### config.mk
export PLATFORM = sky130hd
export DESIGN_NAME = quad_color_ctrl
export DESIGN_NICKNAME = d
export VERILOG_FILES = /design/src/rtl/quad_color_ctrl_pkg.sv /design/src/rtl/quad_color_ctrl_key_debounce.sv /design/src/rtl/quad_color_ctrl.sv
export SDC_FILE = /design/constraint.sdc
export NUM_CORES = 1
export LEC_CHECK = 0
export CAP_MARGIN = 10
export CORE_MARGIN = 1.5
export CORE_UTILIZATION = 56
export CTS_CLUSTER_DIAMETER = 40
export DETAILED_ROUTE_END_ITERATION = 10
export PLACE_DENSITY = 0.81
export RECOVER_POWER = 50
export SKIP_LAST_GASP = 1
export SLEW_MARGIN = 40
export SYNTH_ARGS = -nofsm -noshare
export SYNTH_HDL_FRONTEND = slang
export SYNTH_SLANG_ARGS = --single-unit
export TNS_END_PERCENT = 1
### constraint.sdc
create_clock -name clk -period 1.9 [get_ports clk]
set_input_delay 0.38 -clock clk [delete_from_list [all_inputs] [get_ports clk]]
set_output_delay 0.38 -clock clk [all_outputs]
set_load 0.02 [all_outputs]
### src/rtl/quad_color_ctrl_pkg.sv
// Shared definitions for the quadrant colour controller: FSM encoding,
// RGB888 width and the 3-bit colour code expansion.
package quad_color_ctrl_pkg;

  localparam int COLOR_W = 24;
  localparam logic [7:0] CH_ON  = 8'hFF;
  localparam logic [7:0] CH_OFF = 8'h00;

  typedef logic [COLOR_W-1:0] rgb_t;

  typedef enum logic [1:0] {
    IDLE   = 2'd0,
    WRITE  = 2'd1,
    ROTATE = 2'd2
  } fsm_state_e;

  // {R,G,B} code bits each become a full-scale or dark 8-bit channel
  function automatic rgb_t expand_rgb(input logic [2:0] code);
    expand_rgb = {code[2] ? CH_ON : CH_OFF,
                  code[1] ? CH_ON : CH_OFF,
                  code[0] ? CH_ON : CH_OFF};
  endfunction

endpackage

### src/rtl/quad_color_ctrl_key_debounce.sv
// Active-low pushbutton conditioner: 2-flop synchronizer, stability
// counter and a single-cycle pulse on each accepted press.
module key_debounce #(
  parameter int DB_CYCLES = 500000
) (
  input  logic clk,
  input  logic rst,
  input  logic key,
  output logic press
);

  localparam int CW = $clog2(DB_CYCLES + 1);

  logic          sync1;
  logic          sync2;
  logic          level;
  logic [CW-1:0] cnt;

  // cnt counts consecutive synchronized samples that disagree with level
  always_ff @(posedge clk or negedge rst) begin
    if (!rst) begin
      sync1 <= 1'b1;
      sync2 <= 1'b1;
      level <= 1'b1;
      cnt   <= '0;
      press <= 1'b0;
    end else begin
      sync1 <= key;
      sync2 <= sync1;
      press <= 1'b0;
      if (sync2 == level) begin
        cnt <= '0;
      end else if (cnt == CW'(DB_CYCLES - 1)) begin
        cnt   <= '0;
        level <= sync2;
        press <= ~sync2;
      end else begin
        cnt <= cnt + 1'b1;
      end
    end
  end

endmodule

### src/rtl/quad_color_ctrl.sv
// Four-quadrant colour register bank: key-driven single-quadrant writes
// and periodic forward/backward rotation of all four colours.
module quad_color_ctrl
  import quad_color_ctrl_pkg::*;
#(
  parameter int DB_CYCLES  = 500000,
  parameter int ROT_CYCLES = 50000000
) (
  input  logic       clk,
  input  logic       rst,
  input  logic       key3,
  input  logic [1:0] SW2,
  input  logic [2:0] SW3,
  input  logic       rot_en,
  input  logic       rot_dir,
  output rgb_t       color0,
  output rgb_t       color1,
  output rgb_t       color2,
  output rgb_t       color3,
  output logic       ledg,
  output fsm_state_e state_dbg
);

  localparam int RW = $clog2(ROT_CYCLES);

  fsm_state_e    state;
  logic          press;
  logic          press_pend;
  logic          rot_pend;
  logic [RW-1:0] rot_cnt;
  logic [1:0]    cap_idx;
  rgb_t          cap_col;
  rgb_t          color_q [4];

  key_debounce #(.DB_CYCLES(DB_CYCLES)) u_key (
    .clk   (clk),
    .rst   (rst),
    .key   (key3),
    .press (press)
  );

  // A wrap in the ROTATE cycle re-arms the pending flag for the next period
  always_ff @(posedge clk or negedge rst) begin
    if (!rst) begin
      rot_cnt  <= '0;
      rot_pend <= 1'b0;
    end else if (!rot_en) begin
      rot_cnt  <= '0;
      rot_pend <= 1'b0;
    end else begin
      if (state == ROTATE) rot_pend <= 1'b0;
      if (rot_cnt == RW'(ROT_CYCLES - 1)) begin
        rot_cnt  <= '0;
        rot_pend <= 1'b1;
      end else begin
        rot_cnt <= rot_cnt + 1'b1;
      end
    end
  end

  always_ff @(posedge clk or negedge rst) begin
    if (!rst) begin
      state      <= IDLE;
      press_pend <= 1'b0;
      cap_idx    <= '0;
      cap_col    <= '0;
      ledg       <= 1'b0;
      for (int i = 0; i < 4; i++) color_q[i] <= '0;
    end else begin
      case (state)
        IDLE: begin
          if (press || press_pend) begin
            cap_idx    <= SW2;
            cap_col    <= expand_rgb(SW3);
            press_pend <= press & press_pend;
            state      <= WRITE;
          end else if (rot_pend) begin
            state <= ROTATE;
          end
        end
        WRITE: begin
          color_q[cap_idx] <= cap_col;
          if (press) press_pend <= 1'b1;
          state <= IDLE;
        end
        ROTATE: begin
          if (!rot_dir) begin
            color_q[0] <= color_q[1];
            color_q[1] <= color_q[2];
            color_q[2] <= color_q[3];
            color_q[3] <= color_q[0];
          end else begin
            color_q[0] <= color_q[3];
            color_q[1] <= color_q[0];
            color_q[2] <= color_q[1];
            color_q[3] <= color_q[2];
          end
          ledg <= ~ledg;
          if (press) press_pend <= 1'b1;
          state <= IDLE;
        end
        default: state <= IDLE;
      endcase
    end
  end

  assign color0    = color_q[0];
  assign color1    = color_q[1];
  assign color2    = color_q[2];
  assign color3    = color_q[3];
  assign state_dbg = state;

endmodule

* Yosys cells after proc, flatten, opt, wreduce, memory -nomap -nowiden
Index checks and enable logic that the tools add are counted.
** Operators by class
- Reduce and logical (&&, ||, !) cells :: 9
- Bitwise operators :: 5
- Order comparisons :: 2
- Equal/unequal tests :: 9
- Add/subtract/negate cells :: 2
- Multiplexer cells :: 23
** Operators by type and width (count)
- one-hot mux 96 bit (2 select lines) :: 1
- bitwise mux 96 bit :: 1
- 2-to-1 mux 96 bit :: 1
- 2-to-1 mux 26 bit :: 2
- demux 24 bit (select 2 bit) :: 1
- 2-to-1 mux 19 bit :: 2
- adder 26 x 1 -> 26 bit (second input constant) :: 1
- equality test 26 bit (second input constant) :: 1
- 2-to-1 mux 24 bit :: 1
- 2-to-1 mux 8 bit :: 3
- adder 19 x 1 -> 19 bit (second input constant) :: 1
- equality test 19 bit (second input constant) :: 1
- 2-to-1 mux 1 bit :: 7
- 2-to-1 mux 2 bit :: 3
- AND reduction 2 bit :: 2
- nonzero test 2 bit :: 2
- greater-or-equal comparator 3 bit (second input constant) :: 1
- < comparator 3 x 1 -> 1 bit (second input constant) :: 1
- != test 3 x 1 -> 1 bit (second input constant) :: 1
- != test 3 bit (second input constant) :: 1
- NOT 1 bit :: 3
- NOT 2 -> 3 bit :: 1
- AND reduction 3 bit :: 1
- equality test 2 x 1 -> 1 bit (second input constant) :: 1
- other kinds (10) :: 10
** Storage, ports and cells
- Input port bits :: 10
- Flip-flop bits (word level) :: 176
- Logic and storage cells :: 66

* Depth between registers and ports, before layout
- Depth in word-level cells :: 7
- Mapped depth :: 7
- Depth with buffers taken out :: 6

* By module
Synthesis repeated with hierarchy kept, for this count alone.
** Second synthesis, totals
- Cell total of the unflattened synthesis :: 733
- Area total of the unflattened synthesis :: 8040.2 um^2
** Modules (own cells, without submodules)
- quad_color_ctrl :: sequential area each 3303.2 um^2, area an instance 6901.6 um^2, cells each 627, instances 1
- key_debounce :: sequential area each 579.3 um^2, area an instance 1138.6 um^2, cells each 106, instances 1

* Worst setup path before layout
Ideal clock, no wire load.
- Path kind :: flip-flop to flip-flop
- Start point :: reg state[0], in the netlist state_dbg[0]
- End point :: reg color_q (netlist bit color0[10])
- Arrival time :: 1783 ps
- Stages on the path, launching flop included :: 7
- Path slack :: 53 ps
- Period minus slack after synthesis :: 1847 ps
- Path buffers :: 2
- Path through :: dfrtp_1 -> inv_1 -> ha_1 -> o21ai_0 -> clkbuf_1 -> buf_1 -> a21o_1
** On the way
- Word-level cells in the longest chain between the ends :: 2
- Elaborated cells on any way between the ends :: 4
** Ends and longest elaborated chain
- from (decl) :: line quad_color_ctrl.sv:26 : fsm_state_e state;
- from (signal assigned) :: line quad_color_ctrl.sv:63 : state <= IDLE;
- from (signal assigned) :: line quad_color_ctrl.sv:76 : state <= WRITE;
- from (signal assigned) :: line quad_color_ctrl.sv:78 : state <= ROTATE;
- equality test 2 bit or equality test 2 x 1 -> 1 bit (tied branches) :: line quad_color_ctrl.sv:70 : case (state)
- one-hot mux 96 bit (2 select lines) or nonzero test 2 bit (tied branches)
- to (signal, indexed assignment) :: line quad_color_ctrl.sv:82 : color_q[cap_idx] <= cap_col;
- to (decl) :: line quad_color_ctrl.sv:33 : rgb_t color_q [4];
Several ways; a longest one is shown, not always the timed one.
A chain may end at the register's enable or synchronous reset.

* Final worst setup path
- Start point :: reg color_q (netlist bit color1[19])
- End point :: out color1[19]
** RTL lines
- to (decl) :: line quad_color_ctrl.sv:17 : output rgb_t color1,
No word-level cell between the ends.

==> qor.yml <==
outcome: "complete, but fails checks"
violations: "setup timing"
synth.avg_cell_area_um2: 11.0
synth-seq-cells: 155
synth_edf_count: 0
path_buf_inv: 1
synth.distinct_cells: 48
drive_gt1_share_pct: 12.7
hold_viol_final: 0
finalSetupTns_ps: -33.0
vias: 6387
setup_ws_ps: -22.7
slew_headroom_pct: 17.5
syn_nets: 744
p_int_uw: 5480
chipHeight_um: 123
clockPowerShare_pct: 48.0
tightest_slew_ps: 1240
routedWlPerCell_um: 19.0
synth_top_area_share_pct: 47.2
drt-total-wl_um: 19500
dr.pass1.iters: 4
hold_path.class: "reg2reg"
skew_ps: 6.11
antenna_cells: 0
fp.dieW_um: 123
drtIter0Drc: 426
yosys-mux-area-fraction_pct: 12.8
combPwrFrac_pct: 4.3
critical_path.max_fanout: 4
ctsHtreeMaxLevel: 4
switching_share_pct: 21.7
synth_commonest_cells: "dfrtp_1 (152), a21o_1 (97), a211oi_1 (96), mux2i_1 (96), nor2_1 (35)"
num_io_pins: 109
power.total_uw: 7000
crit_family: "buffers and inverters"
root_buffer: "clkbuf_16"
syn_area_um2: 8050
cp_data_arrival_time_ps: 1540
setup_viol: 2
endpoint_kind: "output pin"
ys.warnings.count: 0
ant_nets: 0
portBuffers: 108
area_growth_pct: 26.0
finalMaxSlewViolations: 0
synth_compound_area_share_pct: 21.4
grt_usage_pct: 27.5
p_seq_share_pct: 47.8
clk_latency_ps: 430
slowest_stage: "clkdlybuf4s50_1"
max_stage_delay_ps: 700
core_area_um2: 13900
yosys.area_share.simple_pct: 9.68
p_leak_uw: 0.00404
p_per_area_nw_per_um2: 690
max_cap_violations: 0
final_core_util_pct: 72.8
ir_drop_uv: 607
async_flop_share_pct: 100
grt_max_degree: 49
synth_top_family_by_area: "compound AO/OA/AOI/OAI gates"
synth_flop_cell: "dfrtp_1"
rsz0062_at_grt: "yes"
row_count: 43
fin_nets: 850
gp_congestion: 0.847
synth_xor_area_share_pct: 3.05
post-route-min-period_ps: 1920
hold_ws_ps: 356
tritoncts: "yes"
antenna_found_initial: 0
synth_adder_area_share_pct: 0.777
drc_errors: 0
dieArea_um2: 15100
routed_via_density: 6.21
yosysTopAreaCell: "dfrtp_1"
dp_hpwl_um: 13000
synthCells: 729
cts_buffers: 17
critical_path_class: "reg2out"
synth_area_leaders: "dfrtp_1 (47%), mux2i_1 (12%), a21o_1 (9.0%), a211oi_1 (9.0%), xnor2_1 (2.0%)"
grt_pass1_vias: 6431
clk_pin_slew_worst_paths_ps: 60
ys_seq_area_share_pct: 48.2
grt_overflow_total: 0
cts.sinks: 155
cp.required_ps: 1520
start_util_pct: 57.8
crit_chain: "clkdlybuf4s50_1"
finalCritPeriodShare_pct: 101
synth.most_common_cell: "dfrtp_1"
fmax_ghz: 0.520
clk_path_buf_depth: 2
grt_pass1_wl_um: 32300
switching_power_uw: 1520
postCtsSetupBuffers: 0
critPathLaunchType: "flip-flop"
## power by group through the flow
stage,combinational [uW],clock [uW],sequential (uW)
final,298,3360,3340
after global routing,328,3570,3340
after CTS,309,3410,3340
after detailed placement,305,0,3400
after global placement,294,0,3400
after floorplan,157,0,3400
## final cells by class
class | instances | area (um^2)
inverters | 14 | 52.6
fillers | 965 | 3790
clock buffers | 19 | 433
well taps | 180 | 225
clock inverters | 13 | 151
repair buffers | 147 | 1490
multi-input cells | 500 | 3910
flip-flops and latches | 155 | 3880
## flip-flops by register name (all words and copies together) (netlist names)
name / cells
color0: 24
color3: 24
ledg: 1
color1: 24
color2: 24
cap_col: 3
u_key.level: 1
state_dbg: 2
u_key.sync1: 1
u_key.cnt: 19
rot_pend: 1
u_key.press: 1
u_key.sync2: 1
press_pend: 1
rot_cnt: 26
cap_idx: 2
## repair_timing
item                                    4_1_cts  5_1_grt
hold buffers                                  1        0
resized for setup                             1        1
pin swaps                                     0        1
hold endpoints to repair                     43        0
endpoints found under the setup margin        9      123
## metal layers
| layer | GRT usage, % | part of all wire, % | vias to the layer above |
|---|---|---|---|
| li1 | - | - | 2957 |
| met1 | 36.5 | 44 | 3251 |
| met2 | 45.2 | 50 | 154 |
| met3 | 5.81 | 4.1 | 25 |
| met4 | 9.08 | 1.5 | 0 |
| met5 | 0 | 0 | - |
## final timing paths
kind | start | endpoint | slack [ps] | depth (start not counted)
min in group asynchronous | rst | color1[13] | 760 | 2
min | u_key.sync1 | u_key.sync2 | 360 | 0
max reg2reg | state_dbg[0] | color3[2] | 20 | 6
max in group asynchronous | rst | color0[4] | 200 | 3
min reg2reg | u_key.sync1 | u_key.sync2 | 360 | 0
max | color1[19] | color1[19] | -20 | 1
## kinds of logic (layout without fill, tap and decap cells)
kind of cell	count (synthesis)	count (layout)
compound gates	233	233
flops	155	155
simple gates	132	132
mux	102	102
buf+inv	74	193
xor+xnor	28	28
fa+ha+maj	5	5
## through the flow
stage                     worst slack [ps]  area, um^2  instances
final                                -22.7       10100       1028
after global routing                 -71.2       10100       1028
after CTS                            -46.5       10200       1028
after detailed placement             -42.9        9570        995
after global placement               -44.2        9560        995
after floorplan                       52.7        8050        729
## cell usage in the layout, fill, tap and decap left out, types with 3 or more instances in the layout
master	n
a211oi_1	96
a21o_1	97
a21oi_1	12
a21oi_2	3
a31o_2	3
and2_1	3
and3_1	3
and4_1	6
buf_12	9
buf_4	26
bufinv_16	3
clkbuf_16	17
clkdlybuf4s50_1	104
clkinv_2	6
clkinvlp_4	3
dfrtp_1	152
dfstp_2	3
ha_1	3
inv_1	14
mux2_2	6
mux2i_1	96
nand2_1	12
nand3_1	15
nand4_1	16
nor2_1	32
nor2b_1	3
nor3_1	7
nor4_1	7
nor4b_1	3
o21ai_0	4
o21ai_4	3
o31ai_1	8
or4_1	5
or4_4	3
xnor2_1	18
xor2_1	10
Note: power is estimated with default switching activity, not from simulation.
